$ cat config.mk
export PLATFORM = sky130hd
export DESIGN_NAME = mem_dump_unit
export DESIGN_NICKNAME = d
export VERILOG_FILES = /design/src/rtl/mem_dump_pkg.sv /design/src/rtl/mem_dump_unit_word_serializer.sv /design/src/rtl/mem_dump_unit.sv
export SDC_FILE = /design/constraint.sdc
export NUM_CORES = 1
export LEC_CHECK = 0
export CORE_ASPECT_RATIO = 2
export CORE_MARGIN = 1
export CORE_UTILIZATION = 68
export DETAILED_ROUTE_END_ITERATION = 10
export DONT_BUFFER_PORTS = 1
export PLACE_DENSITY = 0.82
export SYNTH_ARGS = -nofsm -noshare
export SYNTH_HDL_FRONTEND = slang
export SYNTH_SLANG_ARGS = --single-unit
export TNS_END_PERCENT = 100
$ cat constraint.sdc
create_clock -name clka -period 4.6 [get_ports clka]
set_input_delay 0.92 -clock clka [delete_from_list [all_inputs] [get_ports clka]]
set_output_delay 0.92 -clock clka [all_outputs]
set_load 0.005 [all_outputs]
$ cat src/rtl/mem_dump_pkg.sv
// Shared types and constants for the memory dump unit.
// Optional checksum byte is enabled with MEM_DUMP_CHECKSUM_EN (see mem_dump_unit).
package mem_dump_pkg;

  // Default word geometry of the data RAM
  localparam int DEF_RAM_WIDTH  = 32;
  localparam int BYTES_PER_WORD = DEF_RAM_WIDTH / 8;

  // RAM read latencies: LOW_LATENCY and HIGH_PERFORMANCE configurations
  localparam int LAT_LOW  = 1;
  localparam int LAT_HIGH = 2;

  // Dump sequencer states; ST_CKSUM is only reachable with the checksum option
  typedef enum logic [2:0] {
    ST_IDLE  = 3'd0,
    ST_ISSUE = 3'd1,
    ST_WAIT  = 3'd2,
    ST_SEND  = 3'd3,
    ST_CKSUM = 3'd4,
    ST_DONE  = 3'd5
  } state_e;

  // Number of bits needed to hold 'value' (same rule as the RAM address bus)
  function automatic int clogb2(input int value);
    int v;
    int n;
    v = value;
    n = 0;
    while (v > 0) begin
      n++;
      v = v >> 1;
    end
    return n;
  endfunction

endpackage

$ cat src/rtl/mem_dump_unit_word_serializer.sv
// word_serializer: loads one RAM word and emits it as bytes, MSB first,
// over a valid/ready link. last_byte flags the handshake of the final byte.
module word_serializer
  import mem_dump_pkg::*;
#(
  parameter int WIDTH = DEF_RAM_WIDTH
) (
  input  logic             clk,
  input  logic             srst,
  input  logic             load,
  input  logic [WIDTH-1:0] din,
  output logic [7:0]       out_data,
  output logic             out_valid,
  input  logic             out_ready,
  output logic             last_byte
);

  localparam int BPW   = WIDTH / 8;
  localparam int IDX_W = (BPW > 1) ? clogb2(BPW - 1) : 1;

  logic [WIDTH-1:0] shift_q, shift_d;
  logic [IDX_W-1:0] idx_q, idx_d;
  logic             valid_q, valid_d;

  // Current byte is always the top byte of the shift register
  assign out_data  = shift_q[WIDTH-1 -: 8];
  assign out_valid = valid_q;

  // Load a new word, or step to the next byte on each accepted handshake
  always_comb begin
    shift_d   = shift_q;
    idx_d     = idx_q;
    valid_d   = valid_q;
    last_byte = 1'b0;
    if (load) begin
      shift_d = din;
      idx_d   = '0;
      valid_d = 1'b1;
    end else if (valid_q && out_ready) begin
      if (idx_q == IDX_W'(BPW - 1)) begin
        valid_d   = 1'b0;
        last_byte = 1'b1;
      end else begin
        shift_d = shift_q << 8;
        idx_d   = idx_q + IDX_W'(1);
      end
    end
  end

  // Serializer registers; reset drops any partially sent word
  always_ff @(posedge clk) begin
    if (srst) begin
      shift_q <= '0;
      idx_q   <= '0;
      valid_q <= 1'b0;
    end else begin
      shift_q <= shift_d;
      idx_q   <= idx_d;
      valid_q <= valid_d;
    end
  end

endmodule

$ cat src/rtl/mem_dump_unit.sv
// mem_dump_unit: on start, owns the data RAM port, reads words
// [first_addr..last_addr] (inclusive, wrapping at RAM_DEPTH) and streams them
// out MSB-first as bytes. Define MEM_DUMP_CHECKSUM_EN to append an XOR
// checksum byte after the data.
module mem_dump_unit
  import mem_dump_pkg::*;
#(
  parameter int RAM_WIDTH    = DEF_RAM_WIDTH,
  parameter int RAM_DEPTH    = 1024,
  parameter int ADDR_W       = clogb2(RAM_DEPTH - 1),
  parameter int READ_LATENCY = LAT_LOW
) (
  input  logic                 clka,
  input  logic                 rsta,
  input  logic                 start,
  input  logic [ADDR_W-1:0]    first_addr,
  input  logic [ADDR_W-1:0]    last_addr,
  output logic                 bus_grant,
  output logic [ADDR_W-1:0]    ram_addr,
  output logic                 ram_we,
  output logic                 ram_regce,
  input  logic [RAM_WIDTH-1:0] ram_dout,
  output logic [7:0]           tx_data,
  output logic                 tx_valid,
  input  logic                 tx_ready,
  output logic                 busy,
  output logic                 done
);

  localparam int CNT_W = clogb2((READ_LATENCY > LAT_HIGH) ? READ_LATENCY : LAT_HIGH);
  localparam logic [ADDR_W-1:0] ADDR_MAX = ADDR_W'(RAM_DEPTH - 1);

  state_e            state_q, state_d;
  logic [ADDR_W-1:0] cur_addr_q, cur_addr_d;
  logic [ADDR_W-1:0] end_addr_q, end_addr_d;
  logic [ADDR_W-1:0] ram_addr_q, ram_addr_d;
  logic [CNT_W-1:0]  lat_cnt_q, lat_cnt_d;

  logic       ser_load;
  logic       ser_valid;
  logic       ser_last;
  logic [7:0] ser_data;
  logic       last_word;

`ifdef MEM_DUMP_CHECKSUM_EN
  logic [7:0] cksum_q, cksum_d;
`endif

  assign last_word = (cur_addr_q == end_addr_q);
  // Capture on the edge where the latency counter would reach zero
  assign ser_load  = (state_q == ST_WAIT) && (lat_cnt_q == CNT_W'(LAT_LOW));

  assign ram_addr  = ram_addr_q;
  assign ram_we    = 1'b0;
  assign ram_regce = bus_grant;

  word_serializer #(
    .WIDTH (RAM_WIDTH)
  ) u_ser (
    .clk       (clka),
    .srst      (rsta),
    .load      (ser_load),
    .din       (ram_dout),
    .out_data  (ser_data),
    .out_valid (ser_valid),
    .out_ready (tx_ready),
    .last_byte (ser_last)
  );

  // State register
  always_ff @(posedge clka) begin
    if (rsta) begin
      state_q <= ST_IDLE;
    end else begin
      state_q <= state_d;
    end
  end

  // Next-state logic
  always_comb begin
    state_d = state_q;
    case (state_q)
      ST_IDLE:  if (start) state_d = ST_ISSUE;
      ST_ISSUE: state_d = ST_WAIT;
      ST_WAIT:  if (ser_load) state_d = ST_SEND;
      ST_SEND: begin
        if (ser_last) begin
          if (last_word) begin
`ifdef MEM_DUMP_CHECKSUM_EN
            state_d = ST_CKSUM;
`else
            state_d = ST_DONE;
`endif
          end else begin
            state_d = ST_ISSUE;
          end
        end
      end
`ifdef MEM_DUMP_CHECKSUM_EN
      ST_CKSUM: if (tx_ready) state_d = ST_DONE;
`endif
      ST_DONE:  state_d = ST_IDLE;
      default:  state_d = ST_IDLE;
    endcase
  end

  // Address range, RAM address, latency counter and checksum updates
  always_comb begin
    cur_addr_d = cur_addr_q;
    end_addr_d = end_addr_q;
    ram_addr_d = ram_addr_q;
    lat_cnt_d  = lat_cnt_q;
`ifdef MEM_DUMP_CHECKSUM_EN
    cksum_d    = cksum_q;
`endif
    case (state_q)
      ST_IDLE: begin
        if (start) begin
          cur_addr_d = first_addr;
          end_addr_d = last_addr;
`ifdef MEM_DUMP_CHECKSUM_EN
          cksum_d    = 8'h00;
`endif
        end
      end
      ST_ISSUE: begin
        ram_addr_d = cur_addr_q;
        lat_cnt_d  = CNT_W'(READ_LATENCY);
      end
      ST_WAIT: begin
        lat_cnt_d = lat_cnt_q - CNT_W'(1);
      end
      ST_SEND: begin
`ifdef MEM_DUMP_CHECKSUM_EN
        if (ser_valid && tx_ready) cksum_d = cksum_q ^ ser_data;
`endif
        // Wrap explicitly at RAM_DEPTH-1 so non-power-of-2 depths work
        if (ser_last && !last_word) begin
          cur_addr_d = (cur_addr_q == ADDR_MAX) ? '0 : cur_addr_q + ADDR_W'(1);
        end
      end
      default: ;
    endcase
  end

  // Datapath registers
  always_ff @(posedge clka) begin
    if (rsta) begin
      cur_addr_q <= '0;
      end_addr_q <= '0;
      ram_addr_q <= '0;
      lat_cnt_q  <= '0;
`ifdef MEM_DUMP_CHECKSUM_EN
      cksum_q    <= 8'h00;
`endif
    end else begin
      cur_addr_q <= cur_addr_d;
      end_addr_q <= end_addr_d;
      ram_addr_q <= ram_addr_d;
      lat_cnt_q  <= lat_cnt_d;
`ifdef MEM_DUMP_CHECKSUM_EN
      cksum_q    <= cksum_d;
`endif
    end
  end

  // Outputs decoded from state; byte link comes from the serializer or checksum
  always_comb begin
    busy      = (state_q != ST_IDLE);
    bus_grant = (state_q != ST_IDLE);
    done      = (state_q == ST_DONE);
    tx_valid  = ser_valid;
    tx_data   = ser_data;
`ifdef MEM_DUMP_CHECKSUM_EN
    if (state_q == ST_CKSUM) begin
      tx_valid = 1'b1;
      tx_data  = cksum_q;
    end
`endif
  end

endmodule

; Word level (Yosys, flattened, before mapping)
; Cells that the tools add are included.
[word_totals]
register_bits = 70
in_bits = 56
output_inout_bits = 24
wordCells = 61
[classes]
n_addsub = 3
eq_ne = 13
muxes = 19
bitwise_logic = 1
n_reduce_logical = 17
[ops]
columns = operator, count
row1 = 32-bit 2-to-1 mux, 3
row2 = 10-bit 2-to-1 mux, 3
row3 = 10-bit one-hot mux with 2 select lines, 1
row4 = 3-bit 2-to-1 mux, 4
row5 = 3-bit one-hot mux with 4 select lines, 1
row6 = "10-bit by 1-bit adder with 10-bit output, second input constant", 1
row7 = 10-bit equality test, 1
row8 = "10-bit equality test, second input constant", 1
row9 = "2-bit inequality test, second input constant", 5
row10 = 2-bit AND reduction, 4
row11 = 2-bit nonzero test, 4
row12 = "3-bit by 2-bit equality test with 1-bit output, second input constant", 2
row13 = 1-bit 2-to-1 mux, 6
row14 = 3-bit AND reduction, 2
row15 = 2-bit one-hot mux with 2 select lines, 1
row16 = "3-bit by 1-bit equality test with 1-bit output, second input constant", 1
row17 = "3-bit equality test, second input constant", 1
row18 = 1-bit logical AND, 3
row19 = 3-bit logical NOT, 1
row20 = 3-bit nonzero test, 1
row21 = "2-bit by 1-bit adder with 2-bit output, second input constant", 1
row22 = "2-bit by 1-bit equality test with 1-bit output, second input constant", 1
row23 = "2-bit equality test, second input constant", 1
row24 = 2-bit OR reduction, 1
row25 = other kinds (3), 3

; Depth between registers and ports, before layout
[depth]
ltp_word = 7
mapped_depth = 7
mapped_depth_nobuf = 6

; Cells and area by module
; From an unflattened synthesis, not the netlist that was laid out.
[hier_totals]
hier_cells = 411
hier_area_um2 = 3568.4
[by_module_without_submodules]
columns = mod, n_inst, cells_each, area_per_inst_um2, seq_area_each_um2
row1 = mem_dump_unit, 1, 221, 1785.5, 700.7
row2 = word_serializer, 1, 190, 1783.0, 700.7

; Worst setup path before layout
; OpenSTA, ideal clock, no wires.
[synth_path]
kind = register to output
from = register state_q[0]
to = output port busy
t_arrival_ns = 1.125
required_ns = 3.680
slack_ns = 2.555
path_stages_with_launch = 5
path_buffers = 3
path_cell_list = dfxtp_1 > buf_2 > clkbuf_1 > or3_1 > buf_4
[synth_via]
elab_chain_len = 1
[synth_rtl]
columns = element, line
row1 = "start, declared", mem_dump_unit.sv:33  ; state_e state_q, state_d;
row2 = "start signal, assigned", mem_dump_unit.sv:75  ; state_q <= state_d;
row3 = 3-bit nonzero test, --
row4 = "end, declared", mem_dump_unit.sv:26  ; output logic busy,
; Every way passes these cells.

; Worst setup path in the final report
[layout_path]
from = register state_q[0]
to = register cur_addr_q[4]
[layout_via]
elab_chain_len = 6
word_cells_on_any_way = 11
classes_between = eq/ne (4) / mux (2) / reduce/logical (5)
[layout_rtl]
columns = element, line
row1 = 3-bit by 2-bit equality test with 1-bit output, mem_dump_unit.sv:51  ; assign ser_load = (state_q == ST_WAIT) && (lat_cnt_q == CNT_W'(LAT_LOW));
row2 = 1-bit logical AND, mem_dump_unit.sv:51
row3 = 1-bit 2-to-1 mux, mem_dump_unit_word_serializer.sv:35  ; if (load) begin
row4 = 1-bit logical AND, mem_dump_unit.sv:138  ; if (ser_last && !last_word) begin
row5 = 2-bit inequality test (no source line), --
row6 = 3-bit AND reduction (no source line), --
row7 = "end signal, assigned", mem_dump_unit.sv:157  ; cur_addr_q <= cur_addr_d;
row8 = "end, declared", mem_dump_unit.sv:34  ; logic [ADDR_W-1:0] cur_addr_q, cur_addr_d;
; Parallel ways exist; a longest one is shown, timed or not.
; A chain may end at the register's enable or synchronous reset.

==> flow_metrics.env <==
export IMPL_outcome="finished clean"
export IMPL_grt_pass1_vias=2574
export IMPL_power_total_mw=1.418
export IMPL_routed_via_density=6.314
export IMPL_die_area_mm2=0.005246
export IMPL_postRouteAntennaNets=0
export IMPL_clock_skew_ns=0.01045
export IMPL_grt_max_degree=69
export IMPL_start_util_pct=71.75
export IMPL_synth_top_area_cell="dfxtp_1"
export IMPL_required_ns=4.83
export IMPL_syn2layout_area_growth_pct=0.8559
export IMPL_slew_viol_final=0
export IMPL_io_pins=80
export IMPL_yosys_warnings=0
export IMPL_grt_pass1_wl_um=11660
export IMPL_power_density_mw_per_mm2=418.1
export IMPL_die_h_um=101.4
export IMPL_final_util_pct=72.36
export IMPL_cap_violations=0
export IMPL_path_cells="and3b_1, a41oi_2, a31oi_4, mux2i_1, nor2_1"
export IMPL_synth_area_mm2=0.003362
export IMPL_io_buffer_count=0
export IMPL_finalWorstPathRequiredPeriod_ns=2.304
export IMPL_cts_tree="yes"
export IMPL_crit_fanout=17
export IMPL_slew_headroom_pct=46.89
export IMPL_critical_path_buf_inv_count=0
export IMPL_cp_end_kind="flop"
export IMPL_setup_tns_ns=0
export IMPL_route_detailed_wl_per_inst_um=17.76
export IMPL_synth_area_per_cell_um2=8.620
export IMPL_worstSkewPairLatency_ns=0.34
export IMPL_drtIter0Drc=60
export IMPL_core_mm2=0.004686
export IMPL_cts_resized=0
export IMPL_cp_arrival_ns=2.54
export IMPL_antenna_found_initial=0
export IMPL_yosysTopAreaCellShare_pct=41.68
export IMPL_rows=35
export IMPL_synthesis_nets=449
export IMPL_ys_async_sr_fraction_pct=0
export IMPL_finalHoldViolCount=0
export IMPL_synthTopCellsByArea="dfxtp_1 (42%), mux2i_1 (8.0%), nand2_1 (6.1%)"
export IMPL_synth_edf_count=0
export IMPL_post_route_period_util_pct=50.09
export IMPL_rsz0062_at_grt="no"
export IMPL_ctsHoldBuffers=0
export IMPL_ys_seq_elements=70
export IMPL_routabilityCongestion=0.8465
export IMPL_cts_buffers=9
export IMPL_start_kind="flop"
export IMPL_multi_input_area_mm2=0.001723
export IMPL_cts_num_sinks=70
export IMPL_synthCells=390
export IMPL_grt_overflow_total=0
export IMPL_track_usage_pct=29.77
export IMPL_cts_buffer_depth=2
export IMPL_fillers=358
export IMPL_peakVddDrop_mv=0.3414
export IMPL_worst_pin_slew_ns=0.7943
export IMPL_max_freq_ghz=0.4340
export IMPL_wirelength_um=7461
export IMPL_hp_class="flop to flop"
export IMPL_cts_setup_buffers=0
export IMPL_synth_ff_type="dfxtp_1"
export IMPL_layout_commonest_cell="dfxtp_1"
export IMPL_dp_hpwl_um=5321
export IMPL_fin_nets=419
export IMPL_seq_area_frac_synth_pct=41.68
export IMPL_crit_type="flop to flop"
export IMPL_path_delay_family="compound AO/OA/AOI/OAI gates"
export IMPL_setup_viol=0
export IMPL_clkTransAtPathRegs_ns=0.07
export IMPL_antenna_cells=0
export IMPL_regArea_mm2=0.001401
export IMPL_vias=2652
export IMPL_power_leakage_nw=1.388
export IMPL_synth_cell_types=50
export IMPL_slowest_stage="dfxtp_1"
export IMPL_slowest_delay_ns=0.67
export IMPL_post_route_drc_count=0
export IMPL_chipWidth_um=51.72
export IMPL_final_cell_mix="dfxtp_1 (70), nand2_1 (55), nor2_1 (45)"
export IMPL_root_buffer="clkbuf_8"
export IMPL_drive_above_1_share_pct=7.397
export IMPL_htree_levels=3
export IMPL_first_pass_iters=4
[cell usage after synthesis, types with 8 or more instances]
cell type,instances
a21oi_1,31
nand3_1,8
xor2_1,15
a22oi_1,8
a211oi_1,24
nand2_1,55
dfxtp_1,70
nor2_1,45
clkbuf_1,16
buf_4,11
mux2i_1,27
buf_2,14
[worst reg2reg max path: stages, from the launching register on]
cell	delay, ns
dfxtp_1	0.67
and3b_1	0.50
a41oi_2	0.20
a31oi_4	0.49
mux2i_1	0.30
nor2_1	0.06
[area by class of cell]
class,instances,area share [%]
repair buffers,2,0.4428
clock buffers,12,4.280
flip-flops and latches,70,41.33
clock inverters,4,0.6642
inverters,4,0.4428
multi-input cells,273,50.81
well taps,55,2.030
[power breakdown]
group	switching, mW	leakage [nW]	internal (mW)	total (mW)
Sequential	0.0802	0.570	0.664	0.744
Combinational	0.142	0.732	0.102	0.244
Clock	0.222	0.0861	0.208	0.430
Total	0.443	1.39	0.974	1.42
[metrics by stage]
step	cell area (um^2)	hold WS (ns)	setup slack, ns	instances
2_1_floorplan	3362	0.4478	2.555	390
3_3_place_gp	3223	0.4489	2.146	404
3_5_place_dp	3223	0.4560	2.036	404
4_1_cts	3391	0.4661	2.304	420
5_1_grt	3391	0.4873	2.100	420
6_report	3391	0.4664	2.296	420
[metal layers]
layer / GRT usage (%) / part of all wire (%)
met5: 0 / 0
met4: 16.84 / 3.7
met3: 5.706 / 4.0
met2: 56.84 / 56
met1: 27.90 / 36
[state kept, by name, indices dropped and copies added (netlist names)]
register / count
ram_addr: 10
u_ser.out_valid: 1
u_ser.idx_q: 2
u_ser.shift_q: 32
end_addr_q: 10
state_q: 3
cur_addr_q: 10
lat_cnt_q: 2
[final timing paths]
check | cells after the start | slack [ns] | from | end
worst max-delay path | 5 | 2.30 | state_q[0] | cur_addr_q[4]
worst min-delay path | 2 | 0.47 | end_addr_q[7] | end_addr_q[7]
worst max register to register | 5 | 2.30 | state_q[0] | cur_addr_q[4]
worst min register to register | 2 | 0.47 | end_addr_q[7] | end_addr_q[7]
[cells by family after synthesis]
logic type	Yosys count	share of synthesized area [%]
other	1	0.1115
multiplexers	28	8.374
buffers and inverters	47	7.220
adder cells (fa/ha/maj)	3	1.117
AND/OR/NAND/NOR	138	19.35
AO/OA/AOI/OAI	87	17.98
XOR/XNOR	16	4.168
flip-flops	70	41.68
Note: power is estimated with default switching activity, not from simulation.
